File: config.mk
export PLATFORM = sky130hd
export DESIGN_NAME = rx_sm
export DESIGN_NICKNAME = d
export VERILOG_FILES = /design/src/rtl/rx_sm.sv
export SDC_FILE = /design/constraint.sdc
export NUM_CORES = 1
export LEC_CHECK = 0
export CAP_MARGIN = 5
export CELL_PAD_IN_SITES_DETAIL_PLACEMENT = 1
export CELL_PAD_IN_SITES_GLOBAL_PLACEMENT = 2
export CORE_MARGIN = 4
export CORE_UTILIZATION = 37
export CTS_BUF_LIST = sky130_fd_sc_hd__clkbuf_2 sky130_fd_sc_hd__clkbuf_4 sky130_fd_sc_hd__clkbuf_8
export CTS_CLUSTER_DIAMETER = 50
export DETAILED_ROUTE_END_ITERATION = 8
export GPL_TIMING_DRIVEN = 0
export HOLD_SLACK_MARGIN = 0.02
export PLACE_DENSITY_LB_ADDON = 0.12
export SLEW_MARGIN = 5
export SYNTH_ARGS = -nofsm -noshare
export SYNTH_HDL_FRONTEND = slang
export SYNTH_HIERARCHICAL = 1
export SYNTH_SLANG_ARGS = --single-unit
File: constraint.sdc
create_clock -name clock -period 2.4 [get_ports clock]
set_input_delay 0.24 -clock clock [delete_from_list [all_inputs] [get_ports clock]]
set_output_delay 0.24 -clock clock [all_outputs]
set_load 0.02 [all_outputs]
File: src/rtl/rx_sm.sv
// Ethernet receive state machine: preamble/SFD detect, FCS strip and check.
// Destination address filtering is compiled in with `define RX_ADDR_FILTER_EN.

module crc #(
    parameter logic [31:0] POLYNOMIAL = 32'h04C11DB7,
    parameter int          DATA_WIDTH = 8,
    parameter logic [31:0] SEED       = 32'hFFFFFFFF
) (
    input  logic                  clock,
    input  logic                  reset,
    input  logic                  init,
    input  logic                  enable,
    input  logic [DATA_WIDTH-1:0] data,
    output logic [31:0]           crc_out
);

    logic [31:0] crc_q;
    logic [31:0] crc_d;

    // MSB-first LFSR; data[DATA_WIDTH-1] enters first
    always_comb begin
        crc_d = crc_q;
        for (int i = DATA_WIDTH - 1; i >= 0; i--) begin
            crc_d = {crc_d[30:0], 1'b0}
                  ^ ({32{crc_d[31] ^ data[i]}} & POLYNOMIAL);
        end
    end

    always_ff @(posedge clock or negedge reset) begin
        if (!reset) begin
            crc_q <= '0;
        end else if (init) begin
            crc_q <= SEED;
        end else if (enable) begin
            crc_q <= crc_d;
        end
    end

    assign crc_out = crc_q;

endmodule

module rx_sm #(
    parameter int          MIN_FRAME   = 64,
    parameter int          MAX_FRAME   = 1518,
    parameter logic [47:0] MAC_ADDRESS = 48'h00_00_00_00_00_01
) (
    input  logic       clock,
    input  logic       reset,
    input  logic [7:0] rx_data,
    input  logic       rx_data_valid,
    input  logic       rx_error,
    input  logic       fifo_full,
    output logic [7:0] fifo_data,
    output logic       fifo_data_write,
    output logic       fifo_data_start,
    output logic       fifo_data_end,
    output logic       fifo_frame_good,
    output logic       fifo_frame_bad
);

    typedef enum logic [2:0] {
        IDLE,
        PREAMBLE,
        DATA,
        EOF,
        DROP
    } state_t;

    localparam logic [10:0] MIN_LEN = 11'(MIN_FRAME);
    localparam logic [10:0] MAX_END = 11'(MAX_FRAME + 1);

    state_t          state_q;
    logic [10:0]     cnt_q;
    logic [3:0][7:0] dly_q;
    logic            ovf_q;
    logic            started_q;
    logic            armed_q;
    logic [7:0]      data_q;
    logic            wr_q;
    logic            start_q;
    logic            end_q;
    logic            good_q;
    logic            bad_q;

    logic [10:0]     cnt_inc;
    logic            need_wr;
    logic            crc_init;
    logic            crc_en;
    logic            addr_ok;
    logic            frame_ok;
    logic [31:0]     crc_out;
    logic [31:0]     fcs_exp;

    function automatic logic [7:0] rev8(input logic [7:0] v);
        for (int i = 0; i < 8; i++) rev8[i] = v[7-i];
    endfunction

    function automatic logic [31:0] rev32(input logic [31:0] v);
        for (int i = 0; i < 32; i++) rev32[i] = v[31-i];
    endfunction

    assign cnt_inc  = (cnt_q == 11'h7FF) ? cnt_q : cnt_q + 11'd1;
    assign need_wr  = (state_q == DATA) && rx_data_valid
                   && (cnt_q >= 11'd4);
    assign crc_init = (state_q == PREAMBLE);
    assign crc_en   = need_wr && !fifo_full;

    // Bytes go on the wire LSB first, hence the reversal into the CRC
    crc #(
        .POLYNOMIAL(32'h04C11DB7),
        .DATA_WIDTH(8),
        .SEED      (32'hFFFFFFFF)
    ) u_crc (
        .clock  (clock),
        .reset  (reset),
        .init   (crc_init),
        .enable (crc_en),
        .data   (rev8(dly_q[0])),
        .crc_out(crc_out)
    );

    // dly_q[0] (oldest) sits in bits [7:0], matching FCS byte 0
    assign fcs_exp  = ~rev32(crc_out);
    assign frame_ok = (cnt_q >= MIN_LEN) && (cnt_q >= 11'd4) && !ovf_q
                   && addr_ok && (dly_q == fcs_exp);

`ifdef RX_ADDR_FILTER_EN
    localparam logic [5:0][7:0] MAC_BYTES = MAC_ADDRESS;

    logic       ucast_q;
    logic       bcast_q;
    logic [7:0] mac_byte;

    assign mac_byte = MAC_BYTES[3'd5 - cnt_q[2:0]];
    assign addr_ok  = ucast_q | bcast_q;

    always_ff @(posedge clock or negedge reset) begin
        if (!reset) begin
            ucast_q <= 1'b0;
            bcast_q <= 1'b0;
        end else if (state_q != DATA) begin
            ucast_q <= 1'b1;
            bcast_q <= 1'b1;
        end else if (rx_data_valid && cnt_q < 11'd6) begin
            ucast_q <= ucast_q & (rx_data == mac_byte);
            bcast_q <= bcast_q & (rx_data == 8'hFF);
        end
    end
`else
    assign addr_ok = 1'b1;
`endif

    always_ff @(posedge clock or negedge reset) begin
        if (!reset) begin
            state_q   <= IDLE;
            cnt_q     <= '0;
            dly_q     <= '0;
            ovf_q     <= 1'b0;
            started_q <= 1'b0;
            armed_q   <= 1'b0;
            data_q    <= '0;
            wr_q      <= 1'b0;
            start_q   <= 1'b0;
            end_q     <= 1'b0;
            good_q    <= 1'b0;
            bad_q     <= 1'b0;
        end else begin
            wr_q    <= 1'b0;
            start_q <= 1'b0;
            end_q   <= 1'b0;
            good_q  <= 1'b0;
            bad_q   <= 1'b0;
            // After reset, wait for a gap so a frame in flight is skipped
            if (!rx_data_valid) armed_q <= 1'b1;
            unique case (state_q)
                IDLE: begin
                    cnt_q     <= '0;
                    dly_q     <= '0;
                    ovf_q     <= 1'b0;
                    started_q <= 1'b0;
                    if (armed_q && rx_data_valid) begin
                        state_q <= (rx_data == 8'h55) ? PREAMBLE : DROP;
                    end
                end
                PREAMBLE: begin
                    if (!rx_data_valid) begin
                        state_q <= IDLE;
                    end else if (rx_data == 8'hD5) begin
                        state_q <= DATA;
                    end else if (rx_data != 8'h55) begin
                        state_q <= DROP;
                    end
                end
                DATA: begin
                    if (rx_data_valid) begin
                        cnt_q <= cnt_inc;
                        dly_q <= {rx_data, dly_q[3:1]};
                        if (need_wr) begin
                            if (fifo_full) begin
                                ovf_q <= 1'b1;
                            end else begin
                                wr_q      <= 1'b1;
                                data_q    <= dly_q[0];
                                start_q   <= !started_q;
                                started_q <= 1'b1;
                            end
                        end
                        if (rx_error || cnt_inc == MAX_END) begin
                            state_q <= DROP;
                        end
                    end else begin
                        state_q <= EOF;
                    end
                end
                EOF: begin
                    end_q   <= 1'b1;
                    good_q  <= frame_ok;
                    bad_q   <= !frame_ok;
                    state_q <= IDLE;
                end
                DROP: begin
                    if (!rx_data_valid) begin
                        end_q   <= started_q;
                        bad_q   <= started_q;
                        state_q <= IDLE;
                    end
                end
                default: state_q <= IDLE;
            endcase
        end
    end

    assign fifo_data       = data_q;
    assign fifo_data_write = wr_q;
    assign fifo_data_start = start_q;
    assign fifo_data_end   = end_q;
    assign fifo_frame_good = good_q;
    assign fifo_frame_bad  = bad_q;

endmodule

==> results_dict.tcl, run 1 <==
set metrics [dict create \
    ant_nets 0 \
    die_area_um2 16110 \
    design_area_um2 6072 \
    synth.yosys.seq_area_share_pct 44.95 \
    crit_slowest_cell "dfrtp_1" \
    outcome "finished, final reports clean" \
    drt_wl_total_mm 15.07 \
    antenna_found_initial 0 \
    final_hold_viol_count 0 \
    fill_cells 1570 \
    drive_gt1_share_pct 13.60 \
    first_iter_violations 180 \
    multi_input_area_um2 2785 \
    dp.cells 723 \
    slew_violations 0 \
    synthTopCellsByCount "dfrtp_1 (94), nand2_1 (53), xor2_1 (47), nor2_1 (44), o21ai_0 (41)" \
    power.density_nw_per_um2 601.4 \
    clkTransAtPathRegs_ps 100 \
    place_hpwl_mm 10.89 \
    ys_warn_count 6 \
    grt_pass1_wl_mm 24.41 \
    nets 576 \
    rsz0062_at_grt "true" \
    final_cells 746 \
    clock_latency_ps 380 \
    synth_area_leader_cell "dfrtp_1" \
    die_x_um 126.9 \
    crit_fanout 10 \
    via_count 3978 \
    fp-row-count 43 \
    cts_tree "done" \
    worstPathCellList "buf_2 -> or2_1 -> nor4_4 -> and2_1 -> clkbuf_4 -> nor3_4 -> inv_1 -> buf_6 -> buf_8 -> nor2_1 -> a211o_2" \
    core_um2 13880 \
    register_area_um2 2357 \
    dpl_cell_area_um2 5734 \
    period_needed_ps 2269 \
    cap_violations 0 \
    die_h_um 126.9 \
    crit_required_ps 2670 \
    portBuffers 25 \
    critPathKind "flop to flop" \
    cts_buffers 9 \
    diodes 0 \
    end_kind "flop" \
    finish.utilization_pct 43.74 \
    synth_cells 517 \
    synth-edff-count 0 \
    synth_nets 532 \
    fmax_ghz 0.4407 \
    ios 26 \
    avgSynthCellArea_um2 10.12 \
    yosys_register_bits 94 \
    whs_ps 421.5 \
    drt-pass1-iter-count 5 \
    cp-start-kind "flop" \
    synthTopCellsByArea "dfrtp_1 (45%), xor2_1 (7.9%), xnor2_1 (6.7%), o21ai_0 (3.9%), nand2_1 (3.8%)" \
    routabilityCongestion 0.8254 \
    tightest_slew_ps 759.5 \
    slowest_delay_ps 370 \
    syn2layout_area_growth_pct 16.04 \
    async_flop_share_pct 100.0 \
    viasPerCell 5.332 \
    setup_viol 0 \
    grt_start_max_net_pins 49 \
    drc_errors 0 \
    vdd_drop_max_mv 0.2349 \
    post-synth-top-count-cell "dfrtp_1" \
    clock_skew_ps 6.489 \
    ctsHtreeMaxLevel 3 \
    cts_sinks 94 \
    synth_ff_type "dfrtp_1" \
    synth_top_area_share_pct 44.95 \
    first_global_vias 4128 \
    start_util_pct 37.70 \
    synth_area_um2 5233 \
    wire_per_inst_um 20.20 \
    gr-total-overflow 0 \
    maxSlewHeadroom_pct 49.18 \
    power.leakage_nw 2.729 \
    clk_path_buf_depth 2 \
    grt.total_usage_pct 19.74 \
    ys_types 54 \
    min_period_over_period_pct 94.54 \
    cp.arrival_ps 2540 \
    r2r_cells 11 \
    hold_path_class "input pin to asynchronous set/reset pin" \
    root_buffer "clkbuf_8" \
]
[cells by family after synthesis]
kind of cell,share of synthesized area [%]
buffers and inverters,2.822
adder cells (fa/ha/maj),0.4782
XOR/XNOR,20.56
multiplexers,2.128
AO/OA/AOI/OAI,13.87
AND/OR/NAND/NOR,15.18
flip-flops,44.95
[worst max-delay path, delay by kind of cell, from the launching register on]
family | cells | cell delay, ps
flops | 1 | 370
buf+inv | 5 | 740
compound gates | 1 | 300
simple gates | 5 | 750
[sequential cells by signal, indices dropped and copies added, names as in the netlist]
| register | count |
|---|---|
| armed_q | 1 |
| cnt_q | 11 |
| fifo_data | 8 |
| u_crc/crc_out | 32 |
| started_q | 1 |
| fifo_data_start | 1 |
| ovf_q | 1 |
| fifo_frame_good | 1 |
| fifo_data_end | 1 |
| fifo_frame_bad | 1 |
| dly_q | 32 |
| fifo_data_write | 1 |
| state_q | 3 |
[final cells by class]
cell class	instances	share of cell area, %
Multi-Input combinational cell	387	45.87
Sequential cell	94	38.82
Timing Repair Buffer	33	5.440
Tap cell	180	3.709
Buffer	28	2.390
Clock buffer	10	2.267
Clock inverter	6	1.010
Inverter	8	0.4945
[what timing repair did]
item | CTS | global route
hold buffers | 1 | 0
setup endpoints to repair | 36 | 32
endpoints found under the hold margin | 46 | 0
pin swaps | 3 | 1
setup buffers | 2 | 4
gates resized for setup | 10 | 19
[layer usage]
layer  vias to the layer above  wire length [um]  track usage (%)
met4                         0               333            6.498
met2                        51              6665            29.11
met3                        20               436            3.579
met5                         -                 0                0
met1                      2026              7631            29.24
li1                       1881                 -                -
[report_power, final]
| part | internal (W) | total [W] | switching [W] |
|---|---|---|---|
| logic | 0.000320 | 0.000837 | 0.000517 |
| registers | 0.00163 | 0.00170 | 0.0000696 |
| clock network | 0.000507 | 0.00111 | 0.000607 |
| total | 0.00246 | 0.00365 | 0.00119 |
[final timing paths]
| check | start | to | slack, ps |
|---|---|---|---|
| worst max-delay path | cnt_q[9]$_DFFE_PN0P_ | u_crc/crc_out[29]$_DFFE_PN0P_ | 130 |
| worst min-delay path | reset | state_q[1]$_DFFE_PN0P_ | 420 |
| worst max register to register | cnt_q[9]$_DFFE_PN0P_ | u_crc/crc_out[29]$_DFFE_PN0P_ | 130 |
| worst min register to register | started_q$_DFFE_PN0P_ | fifo_data_start$_DFF_PN0_ | 510 |
| max in group asynchronous | reset | cnt_q[1]$_DFFE_PN0P_ | 1270 |
| min in group clock | rx_data[2] | dly_q[26]$_DFFE_PN0P_ | 500 |
[cells in the final DEF, fill, tap and decap left out, drive strengths merged, types with 3 or more instances in the layout]
cell type,instances
nand3,11
and3,3
clkdlybuf4s50,24
a21oi,23
a22o,14
mux2,9
nor2b,5
inv,8
o21ai,42
xor2,48
a211o,17
nor4,9
buf,18
dfrtp,94
o31ai,4
nand2b,3
a31oi,3
nand4,9
xnor2,52
nor2,44
nor3,15
clkinv,4
nand2,53
clkbuf,28
[stage by stage]
stage	worst slack, ps	TNS (ps)	power [W]
floorplan	70.35	0	0.002293
global placement	-2696	-270730	0.002551
detailed placement	-657.8	-18260	0.002570
CTS	-0.7050	-0.7050	0.003705
global route	-20.31	-68.86	0.003870
finish	131.1	0	0.003652
Power figures use the tool's default switching activity.
==> run 2, diff against run 1 <==
Settings changed: CAP_MARGIN 5 to 0, CORE_UTILIZATION 37 to 44.
Clock period 2.4 ns to 2.76 ns, I/O delays scaled along.
==> results_dict.tcl, run 2 (synthesized netlist as in run 1, its figures left out) <==
set metrics [dict create \
    outcome "finished, final reports clean" \
    power.leakage_nw 2.704 \
    final_hold_viol_count 0 \
    place_hpwl_mm 10.36 \
    p_sw_share_pct 30.58 \
    power.density_nw_per_um2 547.4 \
    layout_common_cells "dfrtp_1 (94), nand2_1 (53), xor2_1 (47)" \
    drt-pass1-iter-count 6 \
    setup_viol 0 \
    antenna_found_initial 0 \
    finish.utilization_pct 51.65 \
    diodes 0 \
    die_area_um2 13700 \
    final_common_cell "dfrtp_1" \
    slowest_delay_ps 380 \
    gr-total-overflow 0 \
    clk_path_buf_depth 2 \
    routabilityCongestion 0.8929 \
    first_iter_violations 223 \
    start_util_pct 45.44 \
    viasPerCell 5.591 \
    portBuffers 25 \
    p_switching_w 0.0009956 \
    cp-start-kind "flop" \
    ctsHtreeMaxLevel 3 \
    grt.total_usage_pct 22.75 \
    final_cells 704 \
    p_comb_share_pct 21.8 \
    hold_path_class "input pin to asynchronous set/reset pin" \
    crit_fanout 10 \
    dp.cells 686 \
    root_buffer "clkbuf_8" \
    clock_latency_ps 380 \
    critPathKind "flop to flop" \
    period_needed_ps 2639 \
    die_h_um 117.1 \
    clkPwrFrac_pct 32.8 \
    dpl_cell_area_um2 5687 \
    cp.arrival_ps 2900 \
    ios 26 \
    min_period_over_period_pct 95.63 \
    ant_nets 0 \
    grt_start_max_net_pins 57 \
    fp-row-count 39 \
    clkTransAtPathRegs_ps 90 \
    first_global_vias 4236 \
    via_count 3936 \
    tns_ps 0 \
    vdd_drop_max_mv 0.1999 \
    clock_skew_ps 9.502 \
    drc_errors 0 \
    tightest_slew_ps 730.3 \
    drt_wl_total_mm 14.23 \
    syn2layout_area_growth_pct 13.68 \
    die_x_um 117.1 \
    cts_sinks 94 \
    cts_tree "done" \
    crit_required_ps 3020 \
    crit_slowest_cell "dfrtp_1" \
    slew_violations 0 \
    worstPathCellList "buf_2 -> or2_1 -> nor4_2 -> and2_1 -> buf_2 -> nor3_4 -> inv_1 -> clkbuf_2 -> buf_2 -> nor2_1 -> a211o_2" \
    finalPower_w 0.003256 \
    grt_pass1_wl_mm 23.65 \
    design_area_um2 5948 \
    end_kind "flop" \
    p_int_w 0.002260 \
    core_um2 11520 \
    maxSlewHeadroom_pct 51.05 \
    critPathMostFrequentCell "buf_2" \
    nets 572 \
    seq_power_share_pct 45.4 \
    fmax_ghz 0.3789 \
    drive_gt1_share_pct 10.70 \
    cap_violations 0 \
    wire_per_inst_um 20.21 \
    cts_buffers 9 \
]
run 2: cell type report:
cell class	instances	area, um^2
tap	143	178.9
fill	1304	5568
buffer	28	121.4
clock buffer	12	158.9
timing repair buffer	29	300.3
clock inverter	3	67.56
multi-input combinational	387	2739
sequential	94	2352
inverter	8	30.03
run 2: power by group through the flow:
stage / sequential, W / combinational [W] / clock [W]
floorplan: 0.00149 / 0.000506 / 0
global placement: 0.00150 / 0.000694 / 0
detailed placement: 0.00151 / 0.000710 / 0
CTS: 0.00148 / 0.000717 / 0.00110
global route: 0.00149 / 0.000787 / 0.00116
finish: 0.00148 / 0.000710 / 0.00107
run 2: path summary, 6_finish.rpt:
check / startpoint / end / slack [ps] / depth (start not counted)
max: cnt_q[9]$_DFFE_PN0P_ / u_crc/crc_out[29]$_DFFE_PN0P_ / 120 / 11
min: reset / state_q[1]$_DFFE_PN0P_ / 420 / 2
max reg2reg: cnt_q[9]$_DFFE_PN0P_ / u_crc/crc_out[29]$_DFFE_PN0P_ / 120 / 11
min reg2reg: started_q$_DFFE_PN0P_ / fifo_data_start$_DFF_PN0_ / 500 / 1
max in group asynchronous: reset / u_crc/crc_out[29]$_DFFE_PN0P_ / 1670 / 3
min in group clock: started_q$_DFFE_PN0P_ / fifo_data_start$_DFF_PN0_ / 500 / 1
run 2: worst max-delay path, delay by kind of cell, from the launching register on:
kind            cells  cell delay (ps)
compound gates      1              300
simple gates        5              880
flops               1              380
buf+inv             5              970
run 2: per-layer routing:
metal	GRT usage, %	part of all wire (%)	vias to the layer above
met5	0	0	-
met4	7.034	1.2	0
met3	2.828	3.9	13
met2	35.15	46	59
met1	33.43	49	1990
li1	-	-	1874
run 2: what timing repair did:
| action | in CTS | in global routing |
|---|---|---|
| hold buffers | 1 | 0 |
| setup endpoints to repair | 29 | 11 |
| pin swaps | 1 | 0 |
| setup buffers | 2 | 0 |
| resized for setup | 3 | 1 |
| hold endpoints to repair | 38 | 0 |
| gates cloned | 0 | 0 |
run 2: stage by stage:
step / worst slack, ps / hold WS (ps)
3_5_place_dp: -409.6 / 300.5
4_1_cts: 47.56 / 425.4
5_1_grt: -22.10 / 474.7
6_report: 120.7 / 416.3
2_1_floorplan: 336.1 / -19.59
3_3_place_gp: -2246 / 483.6
